`src/rtl/csr_file_if.sv`:
```
// rtl/csr_file_if.sv - EXE-stage to CSR unit signal bundle
//
// Purpose: groups every csr_file signal except clk/rst.
// Ports (slave = csr_file side):
//   in : exe_valid, csr_valid, csr_funct3[2:0], sys_op[1:0], csr_addr[11:0],
//        csr_src[31:0], csr_zimm[4:0], exe_pc[31:0], pipe_hold, retire,
//        ext_irq, timer_irq
//   out: csr_rdata[31:0], redirect, redirect_pc[31:0], wfi_stall
interface csr_file_if;
    logic        exe_valid;
    logic        csr_valid;
    logic [2:0]  csr_funct3;
    logic [1:0]  sys_op;
    logic [11:0] csr_addr;
    logic [31:0] csr_src;
    logic [4:0]  csr_zimm;
    logic [31:0] exe_pc;
    logic        pipe_hold;
    logic        retire;
    logic        ext_irq;
    logic        timer_irq;
    logic [31:0] csr_rdata;
    logic        redirect;
    logic [31:0] redirect_pc;
    logic        wfi_stall;

    modport master (
        output exe_valid, csr_valid, csr_funct3, sys_op, csr_addr, csr_src,
               csr_zimm, exe_pc, pipe_hold, retire, ext_irq, timer_irq,
        input  csr_rdata, redirect, redirect_pc, wfi_stall
    );

    modport slave (
        input  exe_valid, csr_valid, csr_funct3, sys_op, csr_addr, csr_src,
               csr_zimm, exe_pc, pipe_hold, retire, ext_irq, timer_irq,
        output csr_rdata, redirect, redirect_pc, wfi_stall
    );
endinterface

```
`src/rtl/csr_file.sv`:
```
// rtl/csr_file.sv - RV32 machine-mode CSR unit (Zicsr, MRET, WFI, counters, irq entry)
//
// Ports:
//   clk       : clock
//   rst       : asynchronous active-high reset
//   bus       : csr_file_if.slave (EXE-stage inputs, rdata/redirect/wfi_stall outputs)
// Parameter:
//   RESET_MTVEC : reset value of mtvec (bits [1:0] forced to 0)
// Build option:
//   CSR_WFI_EN  : when defined, WFI sleeps in a RUN/SLEEP FSM until mie & mip
//                 is non-zero; otherwise WFI is a NOP and wfi_stall is 0.
module csr_file #(
    parameter logic [31:0] RESET_MTVEC = 32'h0000_0000
) (
    input  logic       clk,
    input  logic       rst,
    csr_file_if.slave  bus
);
    logic        mstatus_mie;
    logic        mstatus_mpie;
    logic        mie_meie;
    logic        mie_mtie;
    logic [31:0] mtvec_q;
    logic [31:0] mepc_q;
    logic [31:0] mcause_q;
    logic [63:0] mcycle_q;
    logic [63:0] minstret_q;

    logic [31:0] mstatus_val;
    logic [31:0] mie_val;
    logic [31:0] mip_val;
    logic [31:0] old_val;
    logic [31:0] operand;
    logic [31:0] wdata;
    logic        irq_ext;
    logic        irq_tmr;
    logic        take_irq;
    logic        fire;
    logic        csr_we;
    logic        mret;

    assign mstatus_val = {19'b0, 2'b11, 3'b0, mstatus_mpie, 3'b0, mstatus_mie, 3'b0};
    assign mie_val     = {20'b0, mie_meie, 3'b0, mie_mtie, 7'b0};
    assign mip_val     = {20'b0, bus.ext_irq, 3'b0, bus.timer_irq, 7'b0};

    always_comb begin
        old_val = 32'h0;
        case (bus.csr_addr)
            12'h300: old_val = mstatus_val;
            12'h304: old_val = mie_val;
            12'h305: old_val = mtvec_q;
            12'h341: old_val = mepc_q;
            12'h342: old_val = mcause_q;
            12'h344: old_val = mip_val;
            12'hB00, 12'hC00: old_val = mcycle_q[31:0];
            12'hB80, 12'hC80: old_val = mcycle_q[63:32];
            12'hB02, 12'hC02: old_val = minstret_q[31:0];
            12'hB82, 12'hC82: old_val = minstret_q[63:32];
            default: old_val = 32'h0;
        endcase
    end

    assign bus.csr_rdata = old_val;

    assign operand = bus.csr_funct3[2] ? {27'b0, bus.csr_zimm} : bus.csr_src;

    always_comb begin
        wdata = old_val;
        case (bus.csr_funct3[1:0])
            2'b01:   wdata = operand;
            2'b10:   wdata = old_val | operand;
            2'b11:   wdata = old_val & ~operand;
            default: wdata = old_val;
        endcase
    end

    // Global MIE gates trap entry; the WFI wake term below deliberately does not.
    assign irq_ext  = mstatus_mie & mie_meie & bus.ext_irq;
    assign irq_tmr  = mstatus_mie & mie_mtie & bus.timer_irq;
    assign take_irq = (irq_ext | irq_tmr) & bus.exe_valid & !bus.pipe_hold;

    // A taken interrupt squashes whatever SYSTEM effect the EXE op would have had.
    assign fire   = bus.csr_valid & !bus.pipe_hold & !take_irq;
    assign csr_we = fire & (bus.csr_funct3[1:0] != 2'b00);
    assign mret   = fire & (bus.csr_funct3 == 3'b000) & (bus.sys_op == 2'b01);

    assign bus.redirect    = take_irq | mret;
    assign bus.redirect_pc = take_irq ? mtvec_q : mepc_q;

    always_ff @(posedge clk or posedge rst) begin
        if (rst) begin
            mstatus_mie  <= 1'b0;
            mstatus_mpie <= 1'b0;
            mie_meie     <= 1'b0;
            mie_mtie     <= 1'b0;
            mtvec_q      <= RESET_MTVEC & 32'hFFFF_FFFC;
            mepc_q       <= 32'h0;
            mcause_q     <= 32'h0;
            mcycle_q     <= 64'h0;
            minstret_q   <= 64'h0;
        end else begin
            mcycle_q <= mcycle_q + 64'd1;
            if (bus.retire && !bus.pipe_hold) begin
                minstret_q <= minstret_q + 64'd1;
            end

            if (take_irq) begin
                mepc_q       <= bus.exe_pc & 32'hFFFF_FFFC;
                mcause_q     <= irq_ext ? 32'h8000_000B : 32'h8000_0007;
                mstatus_mpie <= mstatus_mie;
                mstatus_mie  <= 1'b0;
            end else if (mret) begin
                mstatus_mie  <= mstatus_mpie;
                mstatus_mpie <= 1'b1;
            end else if (csr_we) begin
                // Counter-half writes come after the increments so they win,
                // and they keep the other half exactly as it was (no carry).
                case (bus.csr_addr)
                    12'h300: begin
                        mstatus_mie  <= wdata[3];
                        mstatus_mpie <= wdata[7];
                    end
                    12'h304: begin
                        mie_meie <= wdata[11];
                        mie_mtie <= wdata[7];
                    end
                    12'h305: mtvec_q    <= wdata & 32'hFFFF_FFFC;
                    12'h341: mepc_q     <= wdata & 32'hFFFF_FFFC;
                    12'h342: mcause_q   <= wdata;
                    12'hB00: mcycle_q   <= {mcycle_q[63:32], wdata};
                    12'hB80: mcycle_q   <= {wdata, mcycle_q[31:0]};
                    12'hB02: minstret_q <= {minstret_q[63:32], wdata};
                    12'hB82: minstret_q <= {wdata, minstret_q[31:0]};
                    default: ;
                endcase
            end
        end
    end

`ifdef CSR_WFI_EN
    typedef enum logic {RUN, SLEEP} wfi_state_t;
    wfi_state_t state;
    logic       wake;
    logic       wfi_go;

    assign wake   = |(mie_val & mip_val);
    assign wfi_go = fire & (bus.csr_funct3 == 3'b000) & (bus.sys_op == 2'b10);

    always_ff @(posedge clk or posedge rst) begin
        if (rst) begin
            state <= RUN;
        end else begin
            case (state)
                RUN:     if (wfi_go) state <= SLEEP;
                SLEEP:   if (wake)   state <= RUN;
                default: state <= RUN;
            endcase
        end
    end

    assign bus.wfi_stall = (state == SLEEP) & !wake;
`else
    assign bus.wfi_stall = 1'b0;
`endif
endmodule

```
`src/flat_wrapper.sv`:
```
// flat-port wrapper written by rule: the top's interface ports become plain ports
module csr_file_flat 
#(
    parameter logic [31:0] RESET_MTVEC = 32'h0000_0000
)
  (clk, rst, bus_exe_valid, bus_csr_valid, bus_csr_funct3, bus_sys_op, bus_csr_addr, bus_csr_src, bus_csr_zimm, bus_exe_pc, bus_pipe_hold, bus_retire, bus_ext_irq, bus_timer_irq, bus_csr_rdata, bus_redirect, bus_redirect_pc, bus_wfi_stall);
  csr_file_if bus_i ();
  input  logic clk;
  input  logic rst;
  input wire logic [$bits(bus_i.exe_valid)-1:0] bus_exe_valid;
  input wire logic [$bits(bus_i.csr_valid)-1:0] bus_csr_valid;
  input wire logic [$bits(bus_i.csr_funct3)-1:0] bus_csr_funct3;
  input wire logic [$bits(bus_i.sys_op)-1:0] bus_sys_op;
  input wire logic [$bits(bus_i.csr_addr)-1:0] bus_csr_addr;
  input wire logic [$bits(bus_i.csr_src)-1:0] bus_csr_src;
  input wire logic [$bits(bus_i.csr_zimm)-1:0] bus_csr_zimm;
  input wire logic [$bits(bus_i.exe_pc)-1:0] bus_exe_pc;
  input wire logic [$bits(bus_i.pipe_hold)-1:0] bus_pipe_hold;
  input wire logic [$bits(bus_i.retire)-1:0] bus_retire;
  input wire logic [$bits(bus_i.ext_irq)-1:0] bus_ext_irq;
  input wire logic [$bits(bus_i.timer_irq)-1:0] bus_timer_irq;
  output wire logic [$bits(bus_i.csr_rdata)-1:0] bus_csr_rdata;
  output wire logic [$bits(bus_i.redirect)-1:0] bus_redirect;
  output wire logic [$bits(bus_i.redirect_pc)-1:0] bus_redirect_pc;
  output wire logic [$bits(bus_i.wfi_stall)-1:0] bus_wfi_stall;
  assign bus_i.exe_valid = bus_exe_valid;
  assign bus_i.csr_valid = bus_csr_valid;
  assign bus_i.csr_funct3 = bus_csr_funct3;
  assign bus_i.sys_op = bus_sys_op;
  assign bus_i.csr_addr = bus_csr_addr;
  assign bus_i.csr_src = bus_csr_src;
  assign bus_i.csr_zimm = bus_csr_zimm;
  assign bus_i.exe_pc = bus_exe_pc;
  assign bus_i.pipe_hold = bus_pipe_hold;
  assign bus_i.retire = bus_retire;
  assign bus_i.ext_irq = bus_ext_irq;
  assign bus_i.timer_irq = bus_timer_irq;
  assign bus_csr_rdata = bus_i.csr_rdata;
  assign bus_redirect = bus_i.redirect;
  assign bus_redirect_pc = bus_i.redirect_pc;
  assign bus_wfi_stall = bus_i.wfi_stall;
  csr_file #(.RESET_MTVEC(RESET_MTVEC)) u_core (.clk(clk), .rst(rst), .bus(bus_i));
endmodule
```
`config.mk`:
```
export PLATFORM = sky130hd
export DESIGN_NAME = csr_file_flat
export DESIGN_NICKNAME = d
export VERILOG_FILES = /design/src/rtl/csr_file_if.sv /design/src/rtl/csr_file.sv /design/src/flat_wrapper.sv
export SDC_FILE = /design/constraint.sdc
export NUM_CORES = 1
export LEC_CHECK = 0
export CAP_MARGIN = 20
export CORE_MARGIN = 10
export CORE_UTILIZATION = 40
export CTS_CLUSTER_SIZE = 25
export DETAILED_ROUTE_END_ITERATION = 7
export REMOVE_ABC_BUFFERS = 1
export SLEW_MARGIN = 0
export SYNTH_ARGS = -nofsm -noshare
export SYNTH_HDL_FRONTEND = slang
export SYNTH_SLANG_ARGS = --single-unit
export TNS_END_PERCENT = 10
```
`constraint.sdc`:
```
create_clock -name clk -period 15.4 [get_ports clk]
set_clock_uncertainty 0.15 [all_clocks]
set_input_delay 3.85 -clock clk [delete_from_list [all_inputs] [get_ports clk]]
set_output_delay 3.85 -clock clk [all_outputs]
set_load 0.005 [all_outputs]
```
==> summary.txt, run 1 <==
Yosys
  • Share of the synthesized area in the top cell type: 0.3497
  • Seq/Total Area, Yosys: 0.3497
  • Synthesized area: 16030 sq um
  • #FFs+latches synth: 224
  • Syn avg cell area: 7.884 sq um
  • Synth Flop Type: dfrtp_1
  • Post-synth ARST share: 1.000
  • Count leader, synth: nand2_1
  • Synth top area cells: dfrtp_1 (35%), nand2_1 (7.4%), a21oi_1 (5.1%)
  • Synth Warn #: 0
  • Post-synth top cells: nand2_1 (314), dfrtp_1 (224), a21oi_1 (162), o21ai_0 (148), nand3_1 (118)
  • Largest area contributor in the netlist: dfrtp_1
  • Yosys cell types: 102
  • Post-synthesis instance total: about 2000
  • Post-synth EDFFs: 0

Timing
  • Final hold violations: 0
  • Fmax: 84.55 MHz
  • RSZ-0062 raised after global routing: false
  • Crit share post-route: 0.7681
  • Max-slew headroom: 0.2129
  • # setup viols final: 0
  • Setup TNS: 0 ns
  • Tmin final: 11.83 ns
  • Worst-margin pin slew: 1.173 ns
  • Final Max Slew Viols: 0

Worst setup path
  • Critical path arrival: 7.83 ns
  • Crit path buf inv count: 3
  • Worst reg2reg path depth: 8
  • Crit path capture type: output pin
  • Worst-path maximum fanout: 18
  • Reg2Reg Setup Slack: 11.79 ns
  • Most common cell on crit path: clkdlybuf4s50_1
  • Critical-path top delay cell: a211oi_2
  • Worst setup SP type: input pin
  • Worst r2r src: u_core.mcycle_q[1]
  • CP Data Required Time: 11.40 ns
  • Critical-path cell list: clkdlybuf4s50_1 -> nand4b_2 -> a211oi_2 -> a222oi_1 -> and3_4 -> inv_1 -> clkdlybuf4s50_1
  • Critical path class: input pin to output pin
  • Worst Setup SP: bus_csr_addr[11]
  • Delay-heaviest family, CP: compound AO/OA/AOI/OAI gates
  • CP max stage delay: ~1.1 ns
  • R2R Path End: u_core.mcycle_q[38]

Power and ir drop
  • P per Cell Area: 78.28 nW/um^2
  • Standby leakage power: 7.442 nW
  • Worst VDD drop: 0.07087 mV

Die
  • Die ar.: a little under 50000 sq um
  • Die width: between 200 and 250 um
  • Row count: 73
  • I/O pin cnt: 160
  • Initial Utilization: 0.4043
  • Core ar.: roughly 40000 sq um
  • Chip height: ~220 um

CTS
  • Cts repair resizes: 0
  • Post-CTS Setup Bufs: 0
  • Root Driver: clkbuf_16
  • Clk Latency, worst-skew pair: ~0.6 ns
  • Clock Tree Buf Depth: 3
  • CTS Hold Bufs: 0
  • CTS tree: built
  • Total CTS buffers: 29
  • Num Clock Sinks: 224
  • H-tree lvl count: 1
  • Clock-pin transition on the worst setup and hold timing paths: approximately 0.06 ns

Min path
  • Hold Path End: u_core.mcause_q[11]
  • Hold Path Depth: 2
  • Hold path start: u_core.mcause_q[11]
  • Hold Crit Class: register to register

GRT
  • First-pass GRT wire length: 114400 um
  • Aggregate global routing overflow: 0
  • Initial antenna violation count: 1
  • Vias in the first global route: about 17000
  • Total global-route track usage: 0.3171
  • Pin count of the biggest net entering global routing: 95

Finish
  • Fin cells: around 2700
  • Area growth syn-to-layout: 17.72%
  • Final nets: 2203
  • Layout cells sized above 1: 0.07569
  • Antenna Cells: 0

Status
  • Status: complete, no violations

Route
  • Vias/cell: between 6 and 7
  • Final WL: 79110 um
  • DR vias: between 15000 and 20000
  • DRT Pass-1 Iters: 6
  • DRC: 0
  • Wire length per cell: a little under 30 um
  • DR iter-0 viols: 2757
  • Final ANT Viol Nets: 0

Placed design
  • Placed insts: 2601
  • PortBufs: 154
  • Hpwl dp: roughly 55000 um
  • Gpl congestion: 1.006

Job
  • Max-cap check violation count: 0
==> worst min-delay path: stages, from the launching register on <==
cell     delay [ns]
dfrtp_1        0.34
nand3_1        0.07
nand2_1        0.05
==> flip-flops by register name, indices dropped and copies added (netlist names) <==
name,count
u_core.mcycle_q,64
u_core.minstret_q,64
u_core.mcause_q,32
u_core.mepc_q,30
u_core.mtvec_q,30
u_core.mie_meie,1
u_core.mie_mtie,1
u_core.mstatus_mie,1
u_core.mstatus_mpie,1
==> how the worst max path moves through the flow <==
stage | depth (start not counted) | endpoint | slack [ns]
6_report | 7 | bus_csr_rdata[28] | 3.57
5_1_grt | 7 | bus_csr_rdata[28] | 3.53
4_1_cts | 7 | bus_csr_rdata[28] | 3.63
3_5_place_dp | 8 | bus_csr_rdata[14] | 3.73
3_3_place_gp | 7 | bus_csr_rdata[28] | 3.71
2_1_floorplan | 4 | bus_csr_rdata[2] | 3.82
==> metal layers <==
| metal | wire [um] | GRT usage | share of wire | vias to the layer above |
|---|---|---|---|---|
| met1 | 31660 | 0.4228 | 0.40 | 8780 |
| met2 | 34830 | 0.4845 | 0.44 | 1192 |
| met4 | 3542 | 0.1326 | 0.045 | 2 |
| met5 | 7 | 0 | 0.000088 | - |
| li1 | - | - | - | 7805 |
| met3 | 9073 | 0.07606 | 0.11 | 202 |
==> logic make-up after synthesis <==
kind of cell,after synthesis,synth area share
buf+inv,191,0.05293
flops,224,0.3497
xor+xnor,27,0.01475
mux,42,0.02826
simple gates,861,0.2748
compound gates,685,0.2778
other cells,1,0.0002340
fa+ha+maj,2,0.001561
==> through the flow <==
step	hold slack, ns	setup WS [ns]	util	instance area [sq um]	power (mW)
finish	0.3450	3.572	0.4760	18870	1.477
floorplan	0.3106	3.823	-	15310	0.7058
detailed placement	0.3332	3.733	0.4526	17940	0.7932
global placement	0.3275	3.709	0.4526	17940	0.7906
CTS	0.3459	3.628	0.4760	18870	1.474
global route	0.3732	3.528	0.4760	18870	1.512
==> layout make-up <==
cell class	count	area, sq um
clock buffers	40	817.0
clock inverters	11	111.4
fillers	3992	20770
inverters	32	127.6
multi-input cells	1620	9668
flip-flops and latches	224	5605
well taps	525	656.9
repair buffers	200	1882
==> power by group <==
| group | switching (mW) | internal, mW | leakage (nW) |
|---|---|---|---|
| clock | 0.287 | 0.401 | 0.461 |
| combinational | 0.102 | 0.0551 | 4.03 |
| sequential | 0.0290 | 0.603 | 2.96 |
==> layout by cell type (no fill, tap or decap), types with 26 or more instances in the layout <==
master	instances
clkbuf_16	29
mux2i_1	34
o211ai_1	26
and3_1	30
o22ai_1	44
a22oi_1	67
a21oi_1	162
nor2_1	109
nor3_1	65
buf_4	46
nand3_1	118
dfrtp_1	224
o21ai_1	49
nand2_1	313
inv_1	31
clkdlybuf4s50_1	153
nand4_1	65
o21ai_0	148
Note: power is estimated with default switching activity, not from simulation.
==> run 2, diff against run 1 <==
==> constraint.sdc (replaced) <==
create_clock -name clk -period 10.4 [get_ports clk]
set_clock_uncertainty 0.15 [all_clocks]
set_input_delay 2.6 -clock clk [delete_from_list [all_inputs] [get_ports clk]]
set_output_delay 2.6 -clock clk [all_outputs]
set_load 0.005 [all_outputs]
==> run 2 against run 1 <==
Effect of this change:
- wire length shrank 0.93%
- die area did not move
- critical path depth unchanged
- first-iteration DRC count fell by 13%
- clock power increased by 58%
- power up 53%
- worst setup slack got worse by 2.4 ns
- cell count grew 0.45%
==> summary.txt, run 2 (synthesis gave the netlist of run 1 again) <==
GRT
  • Initial antenna violation count: 1
  • First-pass GRT wire length: 112900 um
  • Total global-route track usage: 0.3126
  • Pin count of the biggest net entering global routing: 92
  • Aggregate global routing overflow: 0
  • Vias in the first global route: 16820

CTS
  • CTS tree: built
  • Total CTS buffers: 29
  • Cts repair resizes: 0
  • Clock Tree Buf Depth: 3
  • H-tree lvl count: 1
  • Root Driver: clkbuf_16
  • CTS Hold Bufs: 0
  • Clock-pin transition on the worst setup and hold timing paths: 0.06 ns
  • Post-CTS Setup Bufs: 0
  • Clk Latency, worst-skew pair: 0.59 ns
  • Num Clock Sinks: 224

Timing
  • Max-slew headroom: 0.2041
  • # setup viols final: 0
  • Worst-margin pin slew: 1.185 ns
  • Fmax: 108.7 MHz
  • Setup TNS: 0 ns
  • Final Max Slew Viols: 0
  • Tmin final: approximately 9.2 ns
  • Final hold violations: 0
  • Crit share post-route: 0.8843
  • RSZ-0062 raised after global routing: false

Job
  • Max-cap check violation count: 0

Finish
  • Most frequent cells in the layout: nand2_1 (313), dfrtp_1 (224), a21oi_1 (162)
  • Layout cells sized above 1: 0.08045
  • Largest registers: u_core.mcycle_q x64, u_core.minstret_q x64, u_core.mcause_q x32
  • Final nets: 2213
  • Area growth syn-to-layout: 18.61%
  • Fill count: 3972
  • Most common cell after layout, fill and taps aside: nand2_1
  • Final core utilization: 0.4796

Route
  • DRC: 0
  • DR vias: 17940
  • Final WL: 78370 um
  • Wire length per cell: 29.42 um
  • Met1 Wirelength: 30830 um
  • Highest Signal Layer: met5
  • DRT Pass-1 Iters: 6
  • Detail Route met3 WL: between 9000 and 10000 um
  • Vias/cell: 6.735
  • Final ANT Viol Nets: 0
  • DR iter-0 viols: 2395
  • Met2 wire length: about 34000 um

Power and ir drop
  • P per Cell Area: 118.7 nW/um^2
  • Worst VDD drop: 0.09712 mV
  • Standby leakage power: 7.510 nW

Worst setup path
  • Critical path class: input pin to output pin
  • Worst reg2reg path depth: 6
  • Crit path capture type: output pin
  • CP Data Required Time: 7.65 ns
  • Critical path arrival: roughly 6.5 ns
  • Worst setup SP type: input pin
  • Worst-path maximum fanout: 13

Die
  • Die width: 220.2 um
  • Core ar.: 39640 sq um
  • Chip height: 220.2 um
  • Row count: 73
  • Die ar.: 48480 sq um
  • Initial Utilization: 0.4043
  • I/O pin cnt: 160

Placed design
  • Gpl congestion: 1.017
  • Hpwl dp: 55320 um
  • PortBufs: approximately 150

Status
  • Status: complete, no violations

Min path
  • Hold Path Depth: 2
  • Hold Crit Class: register to register
[run 2: path summary, 6_finish.rpt]
path | from | end | slack [ns]
min in group asynchronous | rst | u_core.mepc_q[5] | 2.33
hold reg to reg | u_core.mcause_q[11] | u_core.mcause_q[11] | 0.34
setup / recovery | bus_csr_addr[0] | bus_csr_rdata[28] | 1.20
setup reg to reg | u_core.minstret_q[3] | u_core.minstret_q[39] | 6.87
max in group asynchronous | rst | u_core.mcause_q[19] | 6.25
hold / removal | u_core.mcause_q[11] | u_core.mcause_q[11] | 0.34
[run 2: layer usage]
metal  up-vias  track usage
li1       7829            -
met1      8764       0.4054
met2      1128       0.4765
met3       218      0.09177
met4         2       0.1338
met5         -     0.009082
[run 2: final cells by class]
| class | instances | area, sq um | share of cell area |
|---|---|---|---|
| antenna | 1 | 2.502 | 0.0001316 |
| clock inverter | 14 | 206.4 | 0.01086 |
| tap | 525 | 656.9 | 0.03455 |
| timing repair buffer | 210 | 1954 | 0.1028 |
| multi-input combinational | 1620 | 9668 | 0.5086 |
| clock buffer | 38 | 789.5 | 0.04153 |
| sequential | 224 | 5605 | 0.2949 |
| inverter | 32 | 127.6 | 0.006713 |
[run 2: power breakdown]
part / internal, mW / total [mW] / switching (mW)
combinational: 0.0828 / 0.233 / 0.150
clock: 0.655 / 1.09 / 0.430
sequential: 0.893 / 0.938 / 0.0448
[run 2: critical path, stage by stage]
cell,delay (ns)
clkdlybuf4s50_1,0.68
or4_1,0.95
a211oi_2,0.95
a222oi_1,0.33
and3_4,0.36
inv_1,0.07
clkdlybuf4s50_1,0.50
[run 2: per-stage QoR]
stage | setup slack (ns) | hold slack, ns | std cells | instance area [sq um] | power (mW)
3_5_place_dp | 1.378 | 0.3290 | 2610 | 18010 | 1.175
2_1_floorplan | 1.323 | 0.3106 | 1876 | 15310 | 1.045
5_1_grt | 1.221 | 0.3781 | 2663 | 19010 | 2.308
4_1_cts | 1.357 | 0.3421 | 2662 | 19000 | 2.247
3_3_place_gp | 1.409 | 0.3251 | 2610 | 18010 | 1.172
6_report | 1.204 | 0.3425 | 2664 | 19010 | 2.256
==> run 3, diff against run 2 <==
--- a/config.mk
+++ b/config.mk
@@ -7,9 +7,10 @@
 export LEC_CHECK = 0
 export CAP_MARGIN = 20
 export CORE_MARGIN = 10
-export CORE_UTILIZATION = 40
+export CORE_UTILIZATION = 45
 export CTS_CLUSTER_SIZE = 25
 export DETAILED_ROUTE_END_ITERATION = 7
+export PLACE_DENSITY = 0.68
 export REMOVE_ABC_BUFFERS = 1
 export SLEW_MARGIN = 0
 export SYNTH_ARGS = -nofsm -noshare
==> run 3 against run 2 <==
Effect of this change:
- die area is 10% lower
- wire length is 0.97% lower
- fmax is 2.1% higher
- largest power group unchanged
- critical path type unchanged
- highest routed layer unchanged
==> summary.txt, run 3 (synthesis gave the netlist of run 1 again) <==
CTS
  • Clock-pin transition on the worst setup and hold timing paths: roughly 0.060 ns
  • CTS tree: built
  • Clock Tree Buf Depth: 3
  • Post-CTS Setup Bufs: 0
  • Root Driver: clkbuf_16
  • Clk Latency, worst-skew pair: just under 0.6 ns
  • Total CTS buffers: 29
  • Cts repair resizes: 0
  • Num Clock Sinks: 224
  • H-tree lvl count: 1
  • CTS Hold Bufs: 0

Die
  • Die ar.: 43570 sq um
  • Row count: a little under 70
  • I/O pin cnt: 160
  • Die width: 208.7 um
  • Chip height: 208.7 um
  • Core ar.: 35400 sq um
  • Initial Utilization: 0.4528

Finish
  • Largest registers: u_core.mcycle_q x64, u_core.minstret_q x64, u_core.mcause_q x32
  • Fill count: between 3000 and 4000
  • Most frequent cells in the layout: nand2_1 (313), dfrtp_1 (224), a21oi_1 (162)
  • Area growth syn-to-layout: 18.68%
  • Antenna Cells: 0
  • Layout cells sized above 1: 0.08228
  • Most common cell after layout, fill and taps aside: nand2_1
  • Final nets: approximately 2200
  • Final core utilization: 0.5374

Min path
  • Hold Path Depth: 2
  • Hold Crit Class: register to register

GRT
  • Aggregate global routing overflow: 0
  • Total global-route track usage: 0.3402
  • Pin count of the biggest net entering global routing: just over 100
  • First-pass GRT wire length: around 110000 um
  • Initial antenna violation count: 3
  • Vias in the first global route: approximately 17000

Route
  • DRC: 0
  • Vias/cell: 6.978
  • DR iter-0 viols: between 2000 and 3000
  • Final WL: 77610 um
  • Wire length per cell: 29.85 um
  • DR vias: 18140
  • DRT Pass-1 Iters: 7
  • Final ANT Viol Nets: 0

Worst setup path
  • CP Data Required Time: 7.65 ns
  • Critical path arrival: 6.26 ns
  • Worst setup SP type: input pin
  • Crit path capture type: output pin
  • Worst-path maximum fanout: 16
  • Critical path class: input pin to output pin
  • Worst reg2reg path depth: 7

Timing
  • Worst-margin pin slew: ~1.2 ns
  • Max-slew headroom: 0.1809
  • Final Max Slew Viols: 0
  • RSZ-0062 raised after global routing: false
  • Final hold violations: 0
  • Crit share post-route: 0.8663
  • Fmax: 111.0 MHz
  • # setup viols final: 0
  • Setup TNS: 0 ns
  • Worst Hold Margin: about 0.36 ns
  • Tmin final: roughly 9.0 ns

Power and ir drop
  • Worst VDD drop: 0.1225 mV
  • P per Cell Area: 123.9 nW/um^2
  • Standby leakage power: 7.550 nW

Job
  • Max-cap check violation count: 0

Placed design
  • PortBufs: ~150
  • Gpl congestion: 1.005
  • Hpwl dp: around 54000 um

Status
  • Status: complete, no violations
==> run 3: cell types whose count changed in the layout (fill, tap and decap cells not counted), sizes merged <==
| cell | change |
|---|---|
| clkinvlp | -3 |
| clkinv | +2 |
| clkbuf | -3 |
| bufinv | +4 |
| diode | -1 |
| buf | +1 |
==> run 3: final timing paths <==
path | startpoint | to | slack [ns]
min | u_core.mcause_q[11] | u_core.mcause_q[11] | 0.36
max in group asynchronous | rst | u_core.mcause_q[0] | 6.23
max reg2reg | u_core.mie_meie | u_core.mepc_q[19] | 6.72
min reg2reg | u_core.mcause_q[11] | u_core.mcause_q[11] | 0.36
max | bus_csr_addr[6] | bus_csr_rdata[1] | 1.39
min in group asynchronous | rst | u_core.mtvec_q[6] | 2.40
==> run 3: cell type report <==
| cell class | count | area [sq um] | share of cell area |
|---|---|---|---|
| Inverter | 32 | 127.6 | 0.006709 |
| Clock buffer | 36 | 782.0 | 0.04111 |
| Timing Repair Buffer | 210 | 1957 | 0.1029 |
| Tap cell | 461 | 576.8 | 0.03032 |
| Clock inverter | 17 | 314.1 | 0.01651 |
| Multi-Input combinational cell | 1620 | 9659 | 0.5078 |
| Sequential cell | 224 | 5605 | 0.2947 |
==> run 3: metal layers <==
layer / GRT usage / vias up / part of all wire
met5: 0 / - / 0.00032
met4: 0.1374 / 4 / 0.049
met3: 0.09395 / 234 / 0.13
met2: 0.5176 / 1258 / 0.43
met1: 0.4471 / 8838 / 0.39
li1: - / 7809 / -
==> run 3: critical path, cell delays in order <==
cell             delay [ns]
clkdlybuf4s50_1        0.55
or4_1                  1.00
a211oi_1               1.00
nand2_1                0.28
o2111a_1               0.26
inv_1                  0.06
clkdlybuf4s50_1        0.49
==> run 3: stage by stage <==
step / power, mW / instance area (sq um) / cells / setup slack (ns)
final: 2.357 / 19020 / 2600 / 1.390
after detailed placement: 1.175 / 17930 / 2547 / 1.489
after CTS: 2.347 / 19020 / 2600 / 1.479
after global routing: 2.410 / 19020 / 2600 / 1.405
after global placement: 1.171 / 17930 / 2547 / 1.485
after floorplan: 1.045 / 15310 / 1876 / 1.323
==> run 3: power by group <==
| group | internal, mW | total, mW | switching [mW] |
|---|---|---|---|
| logic | 0.0823 | 0.233 | 0.151 |
| clock network | 0.753 | 1.19 | 0.434 |
| registers | 0.893 | 0.937 | 0.0442 |
